`config.mk`:
```
export PLATFORM = sky130hd
export DESIGN_NAME = neuron_mac
export DESIGN_NICKNAME = d
export VERILOG_FILES = /design/src/rtl/neuron_mac.sv
export SDC_FILE = /design/constraint.sdc
export NUM_CORES = 1
export LEC_CHECK = 0
export ABC_AREA = 1
export CAP_MARGIN = 20
export CELL_PAD_IN_SITES_DETAIL_PLACEMENT = 1
export CELL_PAD_IN_SITES_GLOBAL_PLACEMENT = 2
export CORE_MARGIN = 1.5
export CORE_UTILIZATION = 37
export DETAILED_ROUTE_END_ITERATION = 10
export PLACE_DENSITY_LB_ADDON = 0.3
export SYNTH_ARGS = -nofsm -noshare
export SYNTH_HDL_FRONTEND = slang
export SYNTH_SLANG_ARGS = --single-unit
```
`constraint.sdc`:
```
create_clock -name clk -period 7.8 [get_ports clk]
set_clock_uncertainty 0.2 [all_clocks]
set_input_delay 1.17 -clock clk [delete_from_list [all_inputs] [get_ports clk]]
set_output_delay 1.17 -clock clk [all_outputs]
set_load 0.02 [all_outputs]
```
`src/rtl/neuron_mac.sv`:
```
// Single-neuron multiply-accumulate engine: streams activations against a combinational weight
// memory, then adds the bias, applies ReLU and saturates to the output format.
module neuron_mac #(
   parameter int numWeights   = 16,
   parameter int addressWidth = 4,
   parameter int dataWidth    = 16,
   parameter int fracBits     = 8,
   parameter int accWidth     = 40
) (
   input  logic                    clk,
   input  logic                    reset,
   input  logic                    inValid,
   input  logic [dataWidth-1:0]    inData,
   output logic                    inReady,
   input  logic [dataWidth-1:0]    bias,
   output logic                    weightReadEn,
   output logic [addressWidth-1:0] weightAddr,
   input  logic [dataWidth-1:0]    weightData,
   output logic                    outValid,
   output logic [dataWidth-1:0]    outData,
   input  logic                    outReady,
   output logic                    busy
);

   typedef enum logic [1:0] {ACC, BIAS, ACT, OUT} state_e;

   localparam logic [addressWidth-1:0] LastIdx = addressWidth'(numWeights - 1);
   localparam logic signed [accWidth-1:0] MaxOut =
      {{(accWidth-dataWidth+1){1'b0}}, {(dataWidth-1){1'b1}}};

   state_e                       state_q, state_d;
   logic [addressWidth-1:0]      idx_q, idx_d;
   logic signed [accWidth-1:0]   acc_q, acc_d;
   logic                         outValid_q, outValid_d;
   logic [dataWidth-1:0]         outData_q, outData_d;

   logic signed [2*dataWidth-1:0] product;
   logic signed [accWidth-1:0]    productExt;
   logic signed [accWidth-1:0]    biasExt;
   logic signed [accWidth-1:0]    shifted;
   logic [dataWidth-1:0]          saturated;

   // Full-precision signed product, sign-extended into the accumulator width.
   assign product    = $signed(inData) * $signed(weightData);
   assign productExt = {{(accWidth-2*dataWidth){product[2*dataWidth-1]}}, product};
   assign biasExt    = {{(accWidth-dataWidth){bias[dataWidth-1]}}, bias} <<< fracBits;
   assign shifted    = acc_q >>> fracBits;

   always_comb begin
      saturated = shifted[dataWidth-1:0];
      if (shifted < 0) begin
         saturated = '0;
      end else if (shifted > MaxOut) begin
         saturated = MaxOut[dataWidth-1:0];
      end
   end

   always_ff @(posedge clk) begin
      if (reset) begin
         state_q    <= ACC;
         idx_q      <= '0;
         acc_q      <= '0;
         outValid_q <= 1'b0;
         outData_q  <= '0;
      end else begin
         state_q    <= state_d;
         idx_q      <= idx_d;
         acc_q      <= acc_d;
         outValid_q <= outValid_d;
         outData_q  <= outData_d;
      end
   end

   always_comb begin
      state_d    = state_q;
      idx_d      = idx_q;
      acc_d      = acc_q;
      outValid_d = outValid_q;
      outData_d  = outData_q;
      unique case (state_q)
         ACC: begin
            if (inValid) begin
               acc_d = acc_q + productExt;
               if (idx_q == LastIdx) begin
                  idx_d   = '0;
                  state_d = BIAS;
               end else begin
                  idx_d = idx_q + addressWidth'(1);
               end
            end
         end
         BIAS: begin
            acc_d   = acc_q + biasExt;
            state_d = ACT;
         end
         ACT: begin
            outData_d  = saturated;
            outValid_d = 1'b1;
            state_d    = OUT;
         end
         OUT: begin
            // Clearing the accumulator here leaves ACC empty for the next evaluation.
            if (outReady) begin
               outValid_d = 1'b0;
               acc_d      = '0;
               state_d    = ACC;
            end
         end
         default: state_d = ACC;
      endcase
   end

   always_comb begin
      inReady      = (state_q == ACC);
      weightReadEn = (state_q == ACC);
      weightAddr   = idx_q;
      outValid     = outValid_q;
      outData      = outData_q;
      busy         = !((state_q == ACC) && (idx_q == '0) && (acc_q == '0));
   end

endmodule

```
# == Word level (Yosys, flattened, before mapping) ==
# Index checks and enable logic that the tools add are counted.
# W data, S select, Z words.
# totals
in_bits,52
out_inout_bits,24
latch_bits,0
ff_bits,63
wordCells,42
ramBits,0
memories,0
rom_bits,0
# op_classes
mux,12
magnitude_cmp,2
div_mod_pow,0
n_eq_ne,7
addsub,3
mul,1
reduce_logical,12
bitwise_logic,0
n_shift,0
# op_table
op,n
$pmux W40 S3,1
$mux W40,2
$add A40 B24 Y40,1
$add A40 B32 Y40,1
$logic_not A40 Y1,1
$gt A32 B16 Y1 const B,1
$lt A32 B1 Y1 const B,1
$mul A16 B16 Y32,1
$mux W16,2
$pmux W2 S4,1
$mux W2,3
$reduce_and A3 Y1,2
$add A4 B1 Y4 const B,1
$eq A2 B2 Y1 const B,2
$eq A4 B4 Y1 const B,1
$logic_not A4 Y1,1
$mux W4,1
$ne A2 B2 Y1 const B,2
$reduce_and A2 Y1,2
$reduce_bool A3 Y1,1
$eq A2 B1 Y1 const B,1
$logic_and A1 B1 Y1,2
$logic_not A2 Y1,1
$ne A2 B1 Y1 const B,1
other kinds (4),4

# == Logic depth before layout (Yosys ltp) ==
# logic_depth
ltp_word,4
ltp_mapped,32
ltp_nobuf,30

# == Least setup slack after synthesis ==
# OpenSTA, ideal clock, no wires.
# synth_timing
path_type,input port to flip-flop
start,input weightData[3]
end,register acc_q[38]
t_required_ns,7.483
n_path_buf,2
setup_slack_ns,0.821
stages,26
arrival_time_ns,6.662
cell_sequence,clkbuf_1 > clkbuf_1 > nand2_1 > inv_1 > fa_1 > fa_1 > inv_1 > fa_1 > fa_1 > inv_1 > fa_1 > inv_1 > fa_1 > inv_1 > ha_1 > nand2_1 > nor3_1 > nand2_1 > nor2_1 > nand3_1 > nand3_1 > nand2_1 > nand2_1 > nor2_1 > nor2_1 > nor2_1
# synth_between
elab_chain_len,4
# synth_rtl
item,line_no,text
"start, declared",18,"input logic [dataWidth-1:0] weightData,"
$mul A16 B16 Y32,44,assign product = $signed(inData) * $signed(weightData);
$add A40 B32 Y40,83,acc_d = acc_q + productExt;
$mux W40,82,if (inValid) begin
$pmux W40 S3,80,unique case (state_q)
"end signal, assigned",62,acc_q <= '0;
"end signal, assigned",68,acc_q <= acc_d;
"end, declared",33,"logic signed [accWidth-1:0] acc_q, acc_d;"
# No other way between the ends. The select of a mux whose other input is x is not followed.
# A chain may end at the register's enable or synchronous reset.

# == Worst setup path in the final report ==
# layout_timing
start,input weightData[4]
end,register acc_q[31]
# The elaborated chain is that of the path after synthesis.

==> impl_metrics.tcl <==
set metrics [dict create \
    drive_gt1_share_pct 5.35 \
    syn2layout_area_growth_pct 12.2 \
    grt_first_pass_wirelength_um 101000 \
    final_max_slew_viol_count 0 \
    wl_um 61400 \
    fmax_mhz 135 \
    die_area_um2 51900 \
    viasPerCell 4.82 \
    r2r-end "acc_q[22]" \
    nFillCells 6395 \
    cts-root-buf "clkbuf_16" \
    rr_startpoint "acc_q[15]" \
    cts_hold_buf 0 \
    crit_path_end_kind "flip-flop" \
    post_drt_wl_per_cell_um 17.9 \
    grt_max_degree 63 \
    overflow 0 \
    hp-class "reg -> reg" \
    vias 16600 \
    clk_latency_ns 0.35 \
    nets 3295 \
    slew_headroom_pct 35.1 \
    required_ns 7.85 \
    start_util_pct 37.4 \
    synth_xor_xnor_area_share_pct 0.703 \
    post-route-period-util_pct 94.9 \
    cp.buffers_inverters 10 \
    cpMaxStageDelayCell "clkdlybuf4s50_1" \
    ant_nets 0 \
    core-area_um2 50000 \
    synth_top_flop_cell "dfxtp_1" \
    synth_mux_area_share_pct 0 \
    worstHoldPathCells 2 \
    ctsResizeCount 0 \
    htree_num_levels 3 \
    cap_violations 0 \
    avgSynthCellArea_um2 6.99 \
    die_w_um 228 \
    clk_path_buf_depth 2 \
    rsz0062_at_grt "no" \
    dr.pass1.iters 5 \
    critPathMostFrequentCell "inv_1" \
    antenna_found_initial 0 \
    post_cts_buffers 0 \
    syn_area_um2 18700 \
    top_level_ports 76 \
    drcViolationCount 0 \
    dp_hpwl_um 54300 \
    tritoncts "yes" \
    clock-sinks 63 \
    start_kind "input port" \
    hold_path_startpoint "outData[15]" \
    synth-compound-area-share_pct 6.43 \
    synth-seq-area-share_pct 6.75 \
    clk_pin_slew_ns 0.06 \
    gp_congestion 0.915 \
    finish.utilization_pct 42.0 \
    die_y_um 228 \
    synth.distinct_cells 42 \
    yosysWarningCount 0 \
    grt_pass1_vias 18600 \
    status "complete, no violations" \
    cp.arrival_ns 7.46 \
    synth-edff-count 0 \
    first_iter_violations 712 \
    io_buffers 75 \
    path_max_fanout 7 \
    setup_viol 0 \
    grt.total_usage_pct 24.6 \
    synth_seq_cells 63 \
    period_minus_slack_ns 7.41 \
    synth_fp_nets 3210 \
    cp_slowest_stage_delay_ns 0.70 \
    synth_fa_ha_area_share_pct 45.6 \
    regToRegSetupSlack_ns 2.35 \
    synth_simple_gate_area_share_pct 23.6 \
    diodes 0 \
    crit_family "adder cells" \
    tightest_slew_ns 0.971 \
    finalHoldViolCount 0 \
    synth_top_family_by_area "adder cells" \
    r2r_cells 20 \
    path_class "in -> reg" \
    syn_inst 2675 \
    cts_buffers 9 \
    hold-path-endpoint "outData[15]" \
    fp-row-count 82 \
    ys_async_sr_fraction_pct 0 \
]
==> cell usage in the layout, fill, tap and decap left out, types with 11 or more instances in the layout <==
| master | n |
|---|---|
| inv_1 | 746 |
| nand2_1 | 731 |
| fa_1 | 331 |
| ha_1 | 152 |
| nor2_1 | 128 |
| nand3_1 | 109 |
| a21oi_1 | 99 |
| buf_4 | 78 |
| clkdlybuf4s50_1 | 74 |
| dfxtp_1 | 63 |
| o21ai_0 | 59 |
| nand4_1 | 18 |
| o21bai_1 | 15 |
| o21a_1 | 15 |
| nand2_2 | 13 |
| nor3_1 | 13 |
| xor2_1 | 12 |
| nand3b_1 | 11 |
==> how the worst max path moves through the flow <==
stage                   from   endpoint  slack [ns]  cells after the start
2_1_floorplan  weightData[3]  acc_q[38]        0.82                     26
3_3_place_gp   weightData[4]  acc_q[32]        0.06                     25
3_5_place_dp      inData[15]  acc_q[32]       -0.06                     25
4_1_cts           inData[15]  acc_q[32]        0.27                     25
5_1_grt        weightData[4]  acc_q[36]        0.07                     23
6_report       weightData[4]  acc_q[31]        0.39                     27
==> flip-flops by register name (all words and copies together) (netlist names) <==
name / cells
state_q: 2
weightAddr: 4
outData: 16
acc_q: 40
outValid: 1
==> layout make-up <==
type                            instances  area, µm²  area share, %
Multi-Input combinational cell       1774      14300           68.1
Inverter                              755       2830           13.5
Timing Repair Buffer                  157       1430           6.80
Sequential cell                        63       1260           6.02
Tap cell                              672        841           4.01
Clock buffer                            9        225           1.07
Clock inverter                          7        100          0.478
==> per-stage QoR <==
| step | worst slack, ns | hold slack [ns] | TNS [ns] | cell area [µm²] | instances |
|---|---|---|---|---|---|
| after global routing | 0.0655 | 0.266 | 0 | 21000 | 3437 |
| after CTS | 0.266 | 0.249 | 0 | 20900 | 3436 |
| after global placement | 0.0584 | 0.229 | 0 | 20600 | 3420 |
| final | 0.395 | 0.249 | 0 | 21000 | 3437 |
| after detailed placement | -0.0641 | 0.241 | -0.160 | 20600 | 3420 |
| after floorplan | 0.821 | 0.262 | 0 | 18700 | 2675 |
==> per-layer routing <==
layer,track usage [%],wire (µm),vias to the layer above
met5,0,0,-
met4,5.98,1530,0
met3,2.35,1800,68
met2,43.9,30800,216
met1,31.8,27200,8316
li1,-,-,7983
==> logic make-up (layout without fill, tap and decap cells) <==
logic type      count (synthesis)  count (layout)
compound gates                214             214
simple gates                 1062            1062
fa+ha+maj                     483             483
buf+inv                       838             928
xor+xnor                       15              15
flops                          63              63
==> cell usage after synthesis (2+ instances only) <==
cell type,number,area share (%)
inv_1,746,15
nand2_1,731,15
fa_1,331,35
ha_1,152,10
nor2_1,128,2.6
nand3_1,109,2.9
a21oi_1,99,2.7
clkbuf_1,73,1.5
dfxtp_1,63,6.7
o21ai_0,60,1.6
nand4_1,18,0.60
o21a_1,15,0.60
o21bai_1,15,0.60
nand2_2,13,0.44
nor3_1,13,0.35
xor2_1,12,0.56
nand3b_1,11,0.44
a21oi_2,8,0.37
buf_2,8,0.21
nor2_2,8,0.27
a31oi_1,7,0.23
nand3_2,7,0.37
nor4_1,7,0.23
inv_2,6,0.12
o21ai_1,4,0.11
clkinv_1,3,0.060
nor2_4,3,0.18
nor3_2,3,0.16
or2_1,3,0.10
xnor2_1,3,0.14
a221oi_1,2,0.094
and2_1,2,0.067
and3_1,2,0.067
or2_2,2,0.067
==> tightest hold or removal path, delay by kind of cell (launching register included) <==
family        cells  cell delay [ns]
flops             1             0.31
simple gates      2             0.10
Power is left out: the tool's default activity adds up to more than one toggle a clock period on the data nets, which glitch-free logic cannot reach.
